--- src/rtl/gcd_core.sv ---
// Subtractive-Euclid GCD compute stage: accepts operands on a start pulse,
// iterates one subtraction per enabled edge and emits a one-cycle done pulse.
module gcd_core #(
    parameter int WIDTH = 32
) (
    input  logic             clk,
    input  logic             reset,
    input  logic             clk_en,
    input  logic             start,
    input  logic [WIDTH-1:0] a_in,
    input  logic [WIDTH-1:0] b_in,
    output logic             busy,
    output logic             done,
    output logic [WIDTH-1:0] result
);

    typedef enum logic {
        S_IDLE = 1'b0,
        S_CALC = 1'b1
    } state_t;

    state_t           r_state;
    state_t           w_state_next;
    logic [WIDTH-1:0] r_a;
    logic [WIDTH-1:0] r_b;
    logic [WIDTH-1:0] r_result;
    logic             r_busy;
    logic             r_done;
    logic [WIDTH-1:0] w_a_next;
    logic [WIDTH-1:0] w_b_next;
    logic [WIDTH-1:0] w_result_next;
    logic             w_busy_next;
    logic             w_done_next;
    logic [WIDTH-1:0] w_a_minus_b;
    logic [WIDTH-1:0] w_b_minus_a;

    // Only the difference selected by the a>b / a<b compare is used, so no wrap.
    assign w_a_minus_b = r_a - r_b;
    assign w_b_minus_a = r_b - r_a;

    always_comb begin
        w_state_next  = r_state;
        w_a_next      = r_a;
        w_b_next      = r_b;
        w_result_next = r_result;
        w_busy_next   = r_busy;
        w_done_next   = 1'b0;
        case (r_state)
            S_IDLE: begin
                if (start) begin
                    w_a_next     = a_in;
                    w_b_next     = b_in;
                    w_busy_next  = 1'b1;
                    w_state_next = S_CALC;
                end
            end
            S_CALC: begin
                // Priority order matters: a zero operand terminates before the equality test.
                if (r_a == '0) begin
                    w_result_next = r_b;
                    w_done_next   = 1'b1;
                    w_busy_next   = 1'b0;
                    w_state_next  = S_IDLE;
                end else if (r_b == '0) begin
                    w_result_next = r_a;
                    w_done_next   = 1'b1;
                    w_busy_next   = 1'b0;
                    w_state_next  = S_IDLE;
                end else if (r_a == r_b) begin
                    w_result_next = r_a;
                    w_done_next   = 1'b1;
                    w_busy_next   = 1'b0;
                    w_state_next  = S_IDLE;
                end else if (r_a > r_b) begin
                    w_a_next = w_a_minus_b;
                end else begin
                    w_b_next = w_b_minus_a;
                end
            end
            default: begin
                w_state_next = S_IDLE;
                w_busy_next  = 1'b0;
            end
        endcase
    end

    always_ff @(posedge clk) begin
        if (reset) begin
            r_state  <= S_IDLE;
            r_a      <= '0;
            r_b      <= '0;
            r_result <= '0;
            r_busy   <= 1'b0;
            r_done   <= 1'b0;
        end else if (clk_en) begin
            r_state  <= w_state_next;
            r_a      <= w_a_next;
            r_b      <= w_b_next;
            r_result <= w_result_next;
            r_busy   <= w_busy_next;
            r_done   <= w_done_next;
        end
    end

    assign busy   = r_busy;
    assign done   = r_done;
    assign result = r_result;

endmodule
--- config.mk ---
export PLATFORM = sky130hd
export DESIGN_NAME = gcd_core
export DESIGN_NICKNAME = d
export VERILOG_FILES = /design/src/rtl/gcd_core.sv
export SDC_FILE = /design/constraint.sdc
export NUM_CORES = 1
export LEC_CHECK = 0
export ABC_AREA = 0
export CORE_MARGIN = 1
export CORE_UTILIZATION = 57
export DETAILED_ROUTE_END_ITERATION = 8
export PLACE_DENSITY = 0.92
export SLEW_MARGIN = 20
export SYNTH_ARGS = -nofsm -noshare
export SYNTH_HDL_FRONTEND = slang
export SYNTH_SLANG_ARGS = --single-unit
--- constraint.sdc ---
create_clock -name clk -period 3.9 [get_ports clk]
set_input_delay 0.78 -clock clk [delete_from_list [all_inputs] [get_ports clk]]
set_output_delay 0.78 -clock clk [all_outputs]
set_load 0.02 [all_outputs]
# == After elaboration in Yosys (flattened, before gate mapping) ==
# Cells that the tools add are included.
# totals
regBits,99
latch_bits,0
mem_bits_rw,0
romBits,0
output_inout_bits,34
elab_cells,54
memories,0
# classes
addsub,2
multipliers,0
n_div,0
order_cmp,1
eq_ne,8
n_shift,0
muxes,29
bitwise_logic,1
reduce_logical,7
# op_table
op,n
32-bit 2-to-1 mux,13
32-bit case mux with 2 select lines,2
32-bit logical NOT,2
32-bit subtractor,2
32-bit == test,1
32-bit > comparator,1
1-bit 2-to-1 mux,12
6-bit AND reduction,2
"2-bit != test, second input constant",5
3-bit AND reduction,2
"4-bit by 1-bit != test with 1-bit output, second input constant",1
1-bit case mux with 2 select lines,2
3-bit nonzero test,1
"2-bit by 1-bit != test with 1-bit output, second input constant",1
1-bit NOT,1

# == Depth between registers and ports, before layout ==
# Gate-level depths: netlist (run 1).
# logic_depth
ltp_word,6
mapped_depth,14
ltp_nobuf,11

# == Least setup slack after synthesis (run 1) ==
# Ideal clock, no wire load.
# synth_path
kind,register -> register
from,reg r_b[0]
to,reg r_b[24]
setup_time_ns,0.074
arrival_ns,2.638
required_ns,3.826
path_slack_ns,1.188
path_stages_with_launch,11
n_path_buf,0
period_less_slack_ns,2.712
path_cell_list,dfxtp_1 -> inv_1 -> ha_1 -> fa_1 -> o41a_1 -> and3_4 -> o21ai_2 -> a41oi_2 -> or3b_1 -> a31o_1 -> a31oi_1
# synth_via
elab_chain_cells,6
word_cells_on_any_way,13
# synth_rtl
element,line_no,text
start: declaration,25,logic [WIDTH-1:0] r_b;
start signal: assignment,98,r_b <= w_b_next;
32-bit subtractor,39,assign w_b_minus_a = r_b - r_a;
32-bit 2-to-1 mux,74,end else if (r_a > r_b) begin
32-bit 2-to-1 mux,69,end else if (r_a == r_b) begin
32-bit 2-to-1 mux,64,end else if (r_b == '0) begin
32-bit 2-to-1 mux,59,if (r_a == '0) begin
32-bit case mux with 2 select lines,48,case (r_state)
# Several ways; a longest one is shown, not always the timed one. The select of a mux whose other input is x is not followed.
# A chain may end at the register's enable or synchronous reset.

# == Worst setup path in the final report (run 1) ==
# layout_path
from,reg r_a[0]
to,reg r_a[0]
# layout_via
elab_chain_cells,6
word_cells_on_any_way,13
# layout_rtl
element,line_no,text
start: declaration,24,logic [WIDTH-1:0] r_a;
start signal: assignment,97,r_a <= w_a_next;
32-bit subtractor,38,assign w_a_minus_b = r_a - r_b;
32-bit 2-to-1 mux,74,
32-bit 2-to-1 mux,69,
32-bit 2-to-1 mux,64,
32-bit 2-to-1 mux,59,
32-bit case mux with 2 select lines,48,
# Several ways; a longest one is shown, not always the timed one. The select of a mux whose other input is x is not followed.

==> results of run 1 <==
-- stage by stage --
stage	util	power [W]	area (µm²)	cells	worst slack, ns
6_report	0.683	0.00461	9550	1327	0.343
3_3_place_gp	0.662	0.00361	9260	1311	0.540
5_1_grt	0.683	0.00487	9550	1327	0.0988
3_5_place_dp	0.662	0.00363	9260	1311	0.437
4_1_cts	0.683	0.00454	9550	1327	0.367
2_1_floorplan	-	0.00299	8250	1092	1.19
-- final cells by class --
type	count	area, µm²
Timing Repair Buffer	113	1110
Sequential cell	99	1990
Clock inverter	7	62.6
Fill cell	1199	4440
Tap cell	180	225
Inverter	82	310
Multi-Input combinational cell	837	5630
Clock buffer	9	225
-- power breakdown --
group / internal (W) / switching, W / leakage (nW) / total (W)
registers: 0.00109 / 0.000140 / 0.811 / 0.00123
logic: 0.000946 / 0.00152 / 2.67 / 0.00247
clock network: 0.000445 / 0.000467 / 0.132 / 0.000912
-- sequential cells by signal, summed over array words and instances, names as in the netlist --
register,flops
r_a,32
r_b,32
result,32
busy,1
done,1
r_state,1
-- critical path, cell delays in order (launching register included) --
cell      delay (ns)
dfxtp_1         0.41
inv_1           0.07
ha_1            0.23
fa_1            0.38
nor2b_1         0.17
o21ai_1         0.11
a211oi_1        0.59
o21ai_1         0.25
a31oi_2         0.31
a41o_2          0.24
buf_4           0.35
mux2i_1         0.24
nor2_1          0.05
-- worst max path at each step --
stage / startpoint / end / slack (ns) / cells past startpoint
after floorplan: r_b[0] / r_b[24] / 1.19 / 10
after global placement: r_a[0] / r_a[0] / 0.54 / 12
after detailed placement: r_a[0] / r_a[0] / 0.44 / 12
after CTS: r_a[0] / r_a[0] / 0.37 / 12
after global routing: r_a[0] / r_a[30] / 0.1 / 12
final: r_a[0] / r_a[0] / 0.34 / 12
-- cells in the mapped netlist (4+ instances only) --
cell      count  share of area
mux2_2        4         0.0055
nand2b_1      4         0.0030
a21oi_1     133          0.081
xor2_1       17          0.018
nor2_1      125          0.057
buf_4         7         0.0064
or3_1         7         0.0053
o21ai_0      63          0.038
o21ai_1      10         0.0061
o21a_1        7         0.0064
a21o_1       21          0.019
o211ai_1      9         0.0082
nor4_1       19          0.014
clkbuf_1     35          0.016
nor2b_1      10         0.0076
and3_1        9         0.0068
a211oi_2     16          0.024
dfxtp_1      99           0.24
inv_1        80          0.036
xnor2_1      23          0.024
buf_2        24          0.015
and2_1       10         0.0076
nand4_1      16          0.012
nand2_1      49          0.022
nand3_1      26          0.016
buf_1         6         0.0027
a31oi_1      18          0.014
o21bai_1     10         0.0091
ha_1         63          0.096
a211oi_1     51          0.046
mux2i_1      47          0.057
nor3_1       13         0.0079
-- cell families (layout without fill, tap and decap cells) --
kind of cell,Yosys count,count (layout)
compound gates,380,380
xor+xnor,40,40
fa+ha+maj,65,65
buf+inv,156,211
flops,99,99
mux,51,51
simple gates,301,301
-- per-layer routing --
metal  up-vias  part of all wire
met5         -                 0
met4         0             0.038
met3        75             0.077
met2       426              0.46
met1      3986              0.43
li1       4039                 -
==> results.rst, run 1 <==
.. list-table::
   :header-rows: 1

   * - Metric
     - Value
   * - Outcome
     - finished clean
   * - Number of instances in the synthesized netlist
     - 1092
   * - Average cell area after synthesis
     - 7.55 µm²
   * - Effective utilization at floorplan
     - 0.590
   * - Clock network latency to the later pin of the worst-skew pair
     - 0.37 ns
   * - Slew HR
     - 0.378
   * - Via count of the first global-routing pass
     - 7965
   * - Power Dens Cells
     - 483 nW/µm²
   * - Portion of the post-synthesis area used by sequential elements
     - 0.240
   * - Setup repair after global routing missed its margin
     - no
   * - Worst Path Required
     - 4.12 ns
   * - Routed vias/inst
     - 6.43
   * - Die Y
     - 122 µm
   * - Core ar.
     - 14000 µm²
   * - CTS tree
     - built
   * - Area added between synthesis and finish
     - 15.8%
   * - Combinational family with the most area after synthesis
     - compound AO/OA/AOI/OAI gates
   * - Deepest clock path buffer count
     - 2
   * - Net count after synthesis
     - 1225
   * - Number of antenna violations at the first check in global routing
     - 0
   * - Class of the tightest hold or removal check
     - register to register
   * - Post-layout nets
     - 1275
   * - H-tree levels
     - 3
   * - Setup fix buffers added after clock tree synthesis
     - 0
   * - Total Negative Setup Slacks
     - 0 ns
   * - Highest achievable clock rate
     - 281 MHz
   * - Compound-cell area share of the yosys netlist
     - 0.302
   * - Reg2reg end
     - r_a[0]
   * - Number of primary I/O pins
     - 102
   * - Remaining antenna violation count after routing
     - 0
   * - Simple-Gate Fraction of Synth Area
     - 0.173
   * - Worst endpoint data arrival time
     - 3.78 ns
   * - Final hold violations
     - 0
   * - Post-detailed-route wirelength per cell
     - 19.6 µm
   * - Seq cells post-synth
     - 99
   * - M2 GR Usage
     - 0.580
   * - Ratio of cells with drive above 1 in the final layout
     - 0.0645
   * - Violation count after the first detailed-route iteration
     - 765
   * - Post-synth EDFFs
     - 0
   * - Most crowded layer after global routing
     - met2
   * - Slew at the pin with the worst max-slew slack
     - 0.932 ns
   * - Cell Rows
     - 43
   * - Worst hold path startpoint
     - done
   * - Flip-flop cell with the highest count after synthesis
     - dfxtp_1
   * - Met1 layer usage reported by global route
     - 0.468
   * - End point of the worst hold path
     - done
   * - Total routing usage reported by global routing
     - 0.359
   * - DIE AREA
     - 15000 µm²
   * - Cell leakage power
     - 3.61 nW
   * - Number of input and output port buffers inserted
     - 101
   * - Placed wire-length estimate
     - 19.3 mm
   * - Cell count of the worst reg-to-reg path
     - 12
   * - Share of flip-flops with an asynchronous set or reset
     - 0
   * - Final period utilization
     - 0.912
   * - Sinks on Clock Net
     - 99
   * - Overall routed net length
     - 26.0 mm
   * - Post-synthesis cell area
     - 8250 µm²
   * - CTS resizes
     - 0
   * - Vias after detailed routing
     - 8526
   * - Synth Area in XOR/XNOR
     - 0.0425
   * - Worst reg2reg startpoint
     - r_a[0]
   * - Max Cap Violations
     - 0
   * - Final number of max-transition violations
     - 0
   * - Met3 track utilization from global routing
     - 0.0516
   * - Top fanout value on the critical path
     - 31
   * - Number of detailed-route iterations in the first pass
     - 5
   * - Leading cell type in the layout, fill and taps excluded
     - a21oi_1
   * - GRT overflow
     - 0
   * - Startpoint types
     - register
   * - Buffer cell driving the clock tree root
     - clkbuf_16
   * - Wire length of the first global-routing pass
     - 41.6 mm
   * - Flop-to-flop setup slack
     - 0.34 ns
   * - Post-Synth Adder-Cell Area
     - 0.100
   * - Final weighted congestion in routability-driven placement
     - 0.994
   * - Pin count of the biggest net entering global routing
     - 75
   * - Synth Warn #
     - 0
   * - Worst hold margin
     - 0.491 ns
   * - Multiplexer area fraction after synthesis
     - 0.0625
   * - Diode insertion count for antenna repair
     - 0
   * - Count of different cell masters after synthesis
     - 76
   * - Highest-count cells in the layout ignoring fill and taps
     - 133 x a21oi_1, 123 x nor2_1, 100 x clkdlybuf4s50_1
   * - Hold-fix buffers at CTS
     - 0
   * - Horizontal die dimension
     - 122 µm
   * - Clock-pin transition on the worst setup and hold timing paths
     - 0.08 ns
   * - Post-layout minimum cycle time
     - 3.56 ns
   * - Final count of negative-setup-slack endpoints
     - 0
   * - Remaining DRCs
     - 0
   * - Worst vdd ir
     - 0.251 mV
   * - Setup CP Type
     - register to register
   * - Endpoint kind of the worst setup timing path
     - register
   * - Worst clock skew on the final layout
     - 0.0106 ns
   * - Hold path cells
     - 2
   * - Number of buffers created by CTS
     - 9
(Power assumes the default switching activity.)
==> run 2: changes to the inputs <==
--- a/config.mk
+++ b/config.mk
@@ -7,9 +7,9 @@
 export LEC_CHECK = 0
 export ABC_AREA = 0
 export CORE_MARGIN = 1
-export CORE_UTILIZATION = 57
+export CORE_UTILIZATION = 60
 export DETAILED_ROUTE_END_ITERATION = 8
-export PLACE_DENSITY = 0.92
+export PLACE_DENSITY = 0.95
 export SLEW_MARGIN = 20
 export SYNTH_ARGS = -nofsm -noshare
 export SYNTH_HDL_FRONTEND = slang
==> constraint.sdc (replaced) <==
create_clock -name clk -period 4.5 [get_ports clk]
set_input_delay 0.9 -clock clk [delete_from_list [all_inputs] [get_ports clk]]
set_output_delay 0.9 -clock clk [all_outputs]
set_load 0.005 [all_outputs]
==> run 2 against run 1 <==
  * Final cell count is 0.68% lower
  * Setup slack better by 0.42 ns
  * Sequential share of layout area is 0.090 points lower
  * Wire length is 0.35% lower
  * Critical path type unchanged
  * Highest routed layer unchanged
  * Combinational power decreased by 14%
  * Critical path depth unchanged
  * Sequential cell count unchanged
  * Die area shrank 4.9%
  * First-iteration DRC count grew 9.7%
  * Fmax is 4.9% lower
==> results.rst, run 2 (synthesis results as in run 1) <==
.. list-table::
   :header-rows: 1

   * - Metric
     - Value
   * - Met2 layer wire length in the routed design
     - 12.1 mm
   * - Via count of the first global-routing pass
     - 8086
   * - Pin count of the biggest net entering global routing
     - 75
   * - Top fanout value on the critical path
     - 37
   * - Final period utilization
     - 0.831
   * - Remaining antenna violation count after routing
     - 0
   * - Overall routed net length
     - 25.9 mm
   * - Horizontal die dimension
     - 119 µm
   * - Endpoint kind of the worst setup timing path
     - register
   * - Number of input and output port buffers inserted
     - 101
   * - Post-detailed-route wirelength per cell
     - 19.7 µm
   * - Total Negative Setup Slacks
     - 0 ns
   * - Class of the tightest hold or removal check
     - register to register
   * - Number of primary I/O pins
     - 102
   * - Clock network latency to the later pin of the worst-skew pair
     - 0.36 ns
   * - Final number of max-transition violations
     - 0
   * - Cell Rows
     - 42
   * - Number of detailed-route iterations in the first pass
     - 6
   * - Die Y
     - 119 µm
   * - Core ar.
     - 13300 µm²
   * - Vias after detailed routing
     - 8498
   * - Wire length of the first global-routing pass
     - 41.9 mm
   * - Slew HR
     - 0.374
   * - Slew at the pin with the worst max-slew slack
     - 0.937 ns
   * - Max Cap Violations
     - 0
   * - Startpoint types
     - register
   * - Clock-pin transition on the worst setup and hold timing paths
     - 0.07 ns
   * - Setup CP Type
     - register to register
   * - Setup fix buffers added after clock tree synthesis
     - 0
   * - Worst endpoint data arrival time
     - 3.96 ns
   * - Amount of wire on met3 after detailed routing
     - 1.99 mm
   * - Worst vdd ir
     - 0.300 mV
   * - Total routing usage reported by global routing
     - 0.374
   * - GRT overflow
     - 0
   * - Post-layout nets
     - 1270
   * - Wl on met1
     - 10.8 mm
   * - Routed vias/inst
     - 6.45
   * - Power Dens Cells
     - 428 nW/µm²
   * - Area added between synthesis and finish
     - 16.3%
   * - Post-route design area
     - 9590 µm²
   * - Buffer cell driving the clock tree root
     - clkbuf_16
   * - Final hold violations
     - 0
   * - Highest achievable clock rate
     - 267 MHz
   * - Post-layout minimum cycle time
     - 3.74 ns
   * - Worst hold path startpoint
     - result[27]
   * - Worst clock skew on the final layout
     - 0.00969 ns
   * - Top routing layer used
     - met4
   * - Cell leakage power
     - 3.64 nW
   * - CTS tree
     - built
   * - Placed cell area
     - 9250 µm²
   * - Number of antenna violations at the first check in global routing
     - 0
   * - DIE AREA
     - 14200 µm²
   * - Violation count after the first detailed-route iteration
     - 839
   * - Final count of negative-setup-slack endpoints
     - 0
   * - Outcome
     - finished clean
   * - Leading cell type in the layout, fill and taps excluded
     - a21oi_1
   * - Sinks on Clock Net
     - 99
   * - H-tree levels
     - 3
   * - Setup repair after global routing missed its margin
     - no
   * - Worst reg2reg startpoint
     - r_a[0]
   * - Final weighted congestion in routability-driven placement
     - 0.965
   * - Ratio of cells with drive above 1 in the final layout
     - 0.0604
   * - Worst Path Required
     - 4.72 ns
   * - Highest-count cells in the layout ignoring fill and taps
     - 133 x a21oi_1, 123 x nor2_1, 100 x clkdlybuf4s50_1
   * - Deepest clock path buffer count
     - 2
   * - Remaining DRCs
     - 0
   * - Diode insertion count for antenna repair
     - 0
   * - Start point of the critical path
     - r_a[0]
   * - CTS resizes
     - 0
   * - Number of buffers created by CTS
     - 9
   * - Hold-fix buffers at CTS
     - 0
   * - Effective utilization at floorplan
     - 0.618
   * - Placed wire-length estimate
     - 19.1 mm
==> run 2: cell types whose count changed in the layout (fill, tap and decap cells not counted), sizes merged <==
cell	change
buf	-5
clkinv	-1
inv	+1
clkinvlp	-3
bufinv	+3
==> run 2: final timing paths <==
| check | end | slack (ns) | cells after the start |
|---|---|---|---|
| setup reg to reg | r_a[0] | 0.76 | 12 |
| hold / removal | result[27] | 0.50 | 2 |
| hold reg to reg | result[27] | 0.50 | 2 |
| setup / recovery | r_a[0] | 0.76 | 12 |
==> run 2: metal layers <==
metal	track usage	vias up
met3	0.0704	86
met2	0.613	395
met5	0	-
met4	0.180	0
met1	0.470	3992
li1	-	4025
==> run 2: worst max-delay path, stage by stage, from the launching register on <==
cell and delay [ns]:
dfxtp_1 0.46, inv_1 0.08, ha_1 0.23, fa_1 0.38, nor2b_1 0.17, o21ai_1 0.09, a211oi_1 0.52, o21ai_1 0.21
a31oi_2 0.29, a41o_2 0.59, buf_12 0.29, mux2i_1 0.21, nor2_1 0.05
==> run 2: cell type report <==
cell class | count | area (µm²)
Multi-Input combinational cell | 837 | 5630
Fill cell | 1066 | 3760
Sequential cell | 99 | 1990
Timing Repair Buffer | 108 | 1100
Inverter | 82 | 310
Clock buffer | 9 | 225
Tap cell | 176 | 220
Clock inverter | 7 | 121
==> run 2: report_power, final <==
part	total (W)	internal [W]	leakage, nW	switching [W]
Combinational	0.00212	0.000816	2.65	0.00130
Clock	0.000914	0.000549	0.171	0.000365
Sequential	0.00107	0.000948	0.811	0.000122
Total	0.00410	0.00231	3.64	0.00179
==> run 2: per-stage QoR <==
stage | total power, W | instances | hold WS [ns] | util | setup WS, ns
CTS | 0.00405 | 1318 | 0.501 | 0.719 | 0.814
detailed placement | 0.00313 | 1302 | 0.492 | 0.693 | 0.846
floorplan | 0.00259 | 1092 | 0.480 | - | 1.79
global placement | 0.00310 | 1302 | 0.470 | 0.693 | 0.897
finish | 0.00410 | 1318 | 0.499 | 0.719 | 0.761
global route | 0.00433 | 1318 | 0.532 | 0.719 | 0.504
==> run 3: changes to the inputs <==
--- a/config.mk
+++ b/config.mk
@@ -7,9 +7,9 @@
 export LEC_CHECK = 0
 export ABC_AREA = 0
 export CORE_MARGIN = 1
-export CORE_UTILIZATION = 60
+export CORE_UTILIZATION = 52
 export DETAILED_ROUTE_END_ITERATION = 8
-export PLACE_DENSITY = 0.95
+export PLACE_DENSITY = 0.88
 export SLEW_MARGIN = 20
 export SYNTH_ARGS = -nofsm -noshare
 export SYNTH_HDL_FRONTEND = slang
==> constraint.sdc (replaced) <==
create_clock -name clk -period 3.2 [get_ports clk]
set_input_delay 0.64 -clock clk [delete_from_list [all_inputs] [get_ports clk]]
set_output_delay 0.64 -clock clk [all_outputs]
set_load 0.005 [all_outputs]
==> run 3 against run 2 <==
  * Non-clock buffer count is 50 higher
  * Sequential cell count is the same
  * Critical path depth unchanged
  * Combinational power grew 54%
  * Design area up 4.3%
  * Total power is 43% higher
  * Hold slack got worse by 0.0072 ns
  * Fmax grew 22%
  * Via count rose by 0.68%
  * Wire length is 2.8% higher
  * Global-route usage fell by 4.1 points
  * Clock-buffer cell count unchanged
  * Largest power group unchanged
==> results.rst, run 3 (synthesis results as in run 1) <==
.. list-table::
   :header-rows: 1

   * - Metric
     - Value
   * - Outcome
     - finished clean
   * - Deepest clock path buffer count
     - 2
   * - Final setup margin
     - 0.141 ns
   * - Number of detailed-route iterations in the first pass
     - 5
   * - Leading cell type in the layout, fill and taps excluded
     - a21oi_1
   * - Number of primary I/O pins
     - 102
   * - Max Cap Violations
     - 0
   * - Clock network latency to the later pin of the worst-skew pair
     - 0.36 ns
   * - Post-layout minimum cycle time
     - 3.06 ns
   * - Post-detailed-route wirelength per cell
     - 19.0 µm
   * - GRT overflow
     - 0
   * - Startpoint types
     - register
   * - Number of fillers in the final layout
     - 1366
   * - Core ar.
     - 15300 µm²
   * - Worst hold path startpoint
     - done
   * - Gate power share
     - 0.556
   * - Area added between synthesis and finish
     - 21.2%
   * - Wire length of the first global-routing pass
     - 42.7 mm
   * - Horizontal die dimension
     - 128 µm
   * - Number of antenna violations at the first check in global routing
     - 0
   * - Remaining DRCs
     - 0
   * - Final hold violations
     - 0
   * - Final standard cell count with taps included and fillers excluded
     - 1403
   * - CTS tree
     - built
   * - Placed cell area
     - 9680 µm²
   * - Die Y
     - 128 µm
   * - Cell count of the worst reg-to-reg path
     - 12
   * - Final weighted congestion in routability-driven placement
     - 1.00
   * - Pin count of the biggest net entering global routing
     - 75
   * - Effective utilization at floorplan
     - 0.539
   * - Overall power consumption
     - 0.00588 W
   * - Post-route design area
     - 10000 µm²
   * - Final count of negative-setup-slack endpoints
     - 0
   * - Class of the tightest hold or removal check
     - register to register
   * - Endpoint kind of the worst setup timing path
     - register
   * - DIE AREA
     - 16400 µm²
   * - Top fanout value on the critical path
     - 36
   * - Flop-to-flop setup slack
     - 0.14 ns
   * - Ratio of cells with drive above 1 in the final layout
     - 0.103
   * - Sw Share
     - 0.442
   * - Routed vias/inst
     - 6.10
   * - Clock-pin transition on the worst setup and hold timing paths
     - 0.07 ns
   * - Setup CP Type
     - register to register
   * - Total routing usage reported by global routing
     - 0.333
   * - Final number of max-transition violations
     - 0
   * - Switching power summed over all nets
     - 0.00260 W
   * - Placed cells
     - 1386
   * - Diode insertion count for antenna repair
     - 0
   * - Worst Setup Slack post-DPL
     - 0.0756 ns
   * - Post-layout nets
     - 1320
   * - Worst clock skew on the final layout
     - 0.0112 ns
   * - Slew at the pin with the worst max-slew slack
     - 0.954 ns
   * - Number of input and output port buffers inserted
     - 101
   * - Cell leakage power
     - 3.85 nW
   * - Violation count after the first detailed-route iteration
     - 936
   * - Worst reg2reg startpoint
     - r_a[0]
   * - Hold-fix buffers at CTS
     - 0
   * - Reg2reg end
     - r_a[22]
   * - Worst endpoint data arrival time
     - 3.34 ns
   * - Placed wire-length estimate
     - 20.2 mm
   * - Number of buffers created by CTS
     - 9
   * - Internal
     - 0.00328 W
   * - Share of total power in sequential cells
     - 0.252
   * - Buffer cell driving the clock tree root
     - clkbuf_16
   * - Hold path cells
     - 2
   * - Vias after detailed routing
     - 8556
   * - Remaining antenna violation count after routing
     - 0
   * - Worst Path Required
     - 3.49 ns
   * - Sinks on Clock Net
     - 99
   * - Overall routed net length
     - 26.7 mm
   * - H-tree levels
     - 3
   * - End point of the worst hold path
     - done
   * - Highest-count cells in the layout ignoring fill and taps
     - 132 x a21oi_1, 123 x nor2_1, 100 x clkdlybuf4s50_1
   * - Highest achievable clock rate
     - 327 MHz
   * - Cell Rows
     - 45
   * - Via count of the first global-routing pass
     - 8131
   * - Worst vdd ir
     - 0.331 mV
   * - Power Dens Cells
     - 588 nW/µm²
   * - Clock network fraction of design power
     - 0.192
   * - Final period utilization
     - 0.956
   * - Slew HR
     - 0.364
## run 3: cell types whose count changed in the layout (fill, tap and decap cells not counted), sizes merged
cell,delta
buf,+50
clkinvlp,+2
bufinv,-2
clkinv,+3
inv,-3
## run 3: metal layers
layer / wire, µm / vias to the layer above / global-route usage
li1: - / 4117 / -
met1: 11500 / 3961 / 0.439
met2: 12300 / 397 / 0.546
met3: 1900 / 81 / 0.0434
met4: 966 / 0 / 0.143
met5: 0 / - / 0
## run 3: worst max path at each step
stage                start       to  depth (start not counted)
finish              r_a[0]  r_a[22]                         12
CTS                 r_a[0]  r_a[22]                         12
detailed placement  r_a[0]  r_a[22]                         12
global placement    r_a[0]  r_a[22]                         12
global route        r_a[0]  r_a[22]                         12
floorplan           r_b[0]  r_b[24]                         10
## run 3: layout make-up
| class | instances | area (µm²) | share of cell area |
|---|---|---|---|
| clock buffer | 9 | 225 | 0.0225 |
| clock inverter | 7 | 68.8 | 0.00688 |
| inverter | 82 | 310 | 0.0310 |
| multi-input combinational | 837 | 5650 | 0.565 |
| sequential | 99 | 1990 | 0.199 |
| tap | 211 | 264 | 0.0264 |
| timing repair buffer | 158 | 1500 | 0.150 |
## run 3: what timing repair did
item / CTS / global route
gates resized for setup: 0 / 5
endpoints found under the setup margin: 0 / 31
buffers inserted: 0 / 1
## run 3: power by group through the flow
stage	logic, W	clock network [W]	registers (W)
finish	0.00327	0.00113	0.00148
global placement	0.00313	0	0.00149
floorplan	0.00219	0	0.00145
CTS	0.00317	0.00112	0.00147
detailed placement	0.00314	0	0.00150
global route	0.00354	0.00118	0.00150
## run 3: per-stage QoR
stage	hold WS, ns	utilization	setup TNS, ns
2_1_floorplan	0.480	-	0
3_3_place_gp	0.468	0.632	0
3_5_place_dp	0.479	0.632	0
4_1_cts	0.496	0.651	0
5_1_grt	0.517	0.653	-0.146
6_report	0.492	0.653	0
## run 3: worst max-delay path, stage by stage (launching register included)
cell and delay, ns:
dfxtp_2 0.36, inv_1 0.06, ha_1 0.24, fa_1 0.42, nor2b_1 0.18, o21ai_1 0.13
a211oi_2 0.33, o21ai_1 0.18, a31oi_2 0.27, a41o_4 0.28, buf_12 0.20, o21ai_0 0.11
a41oi_1 0.21
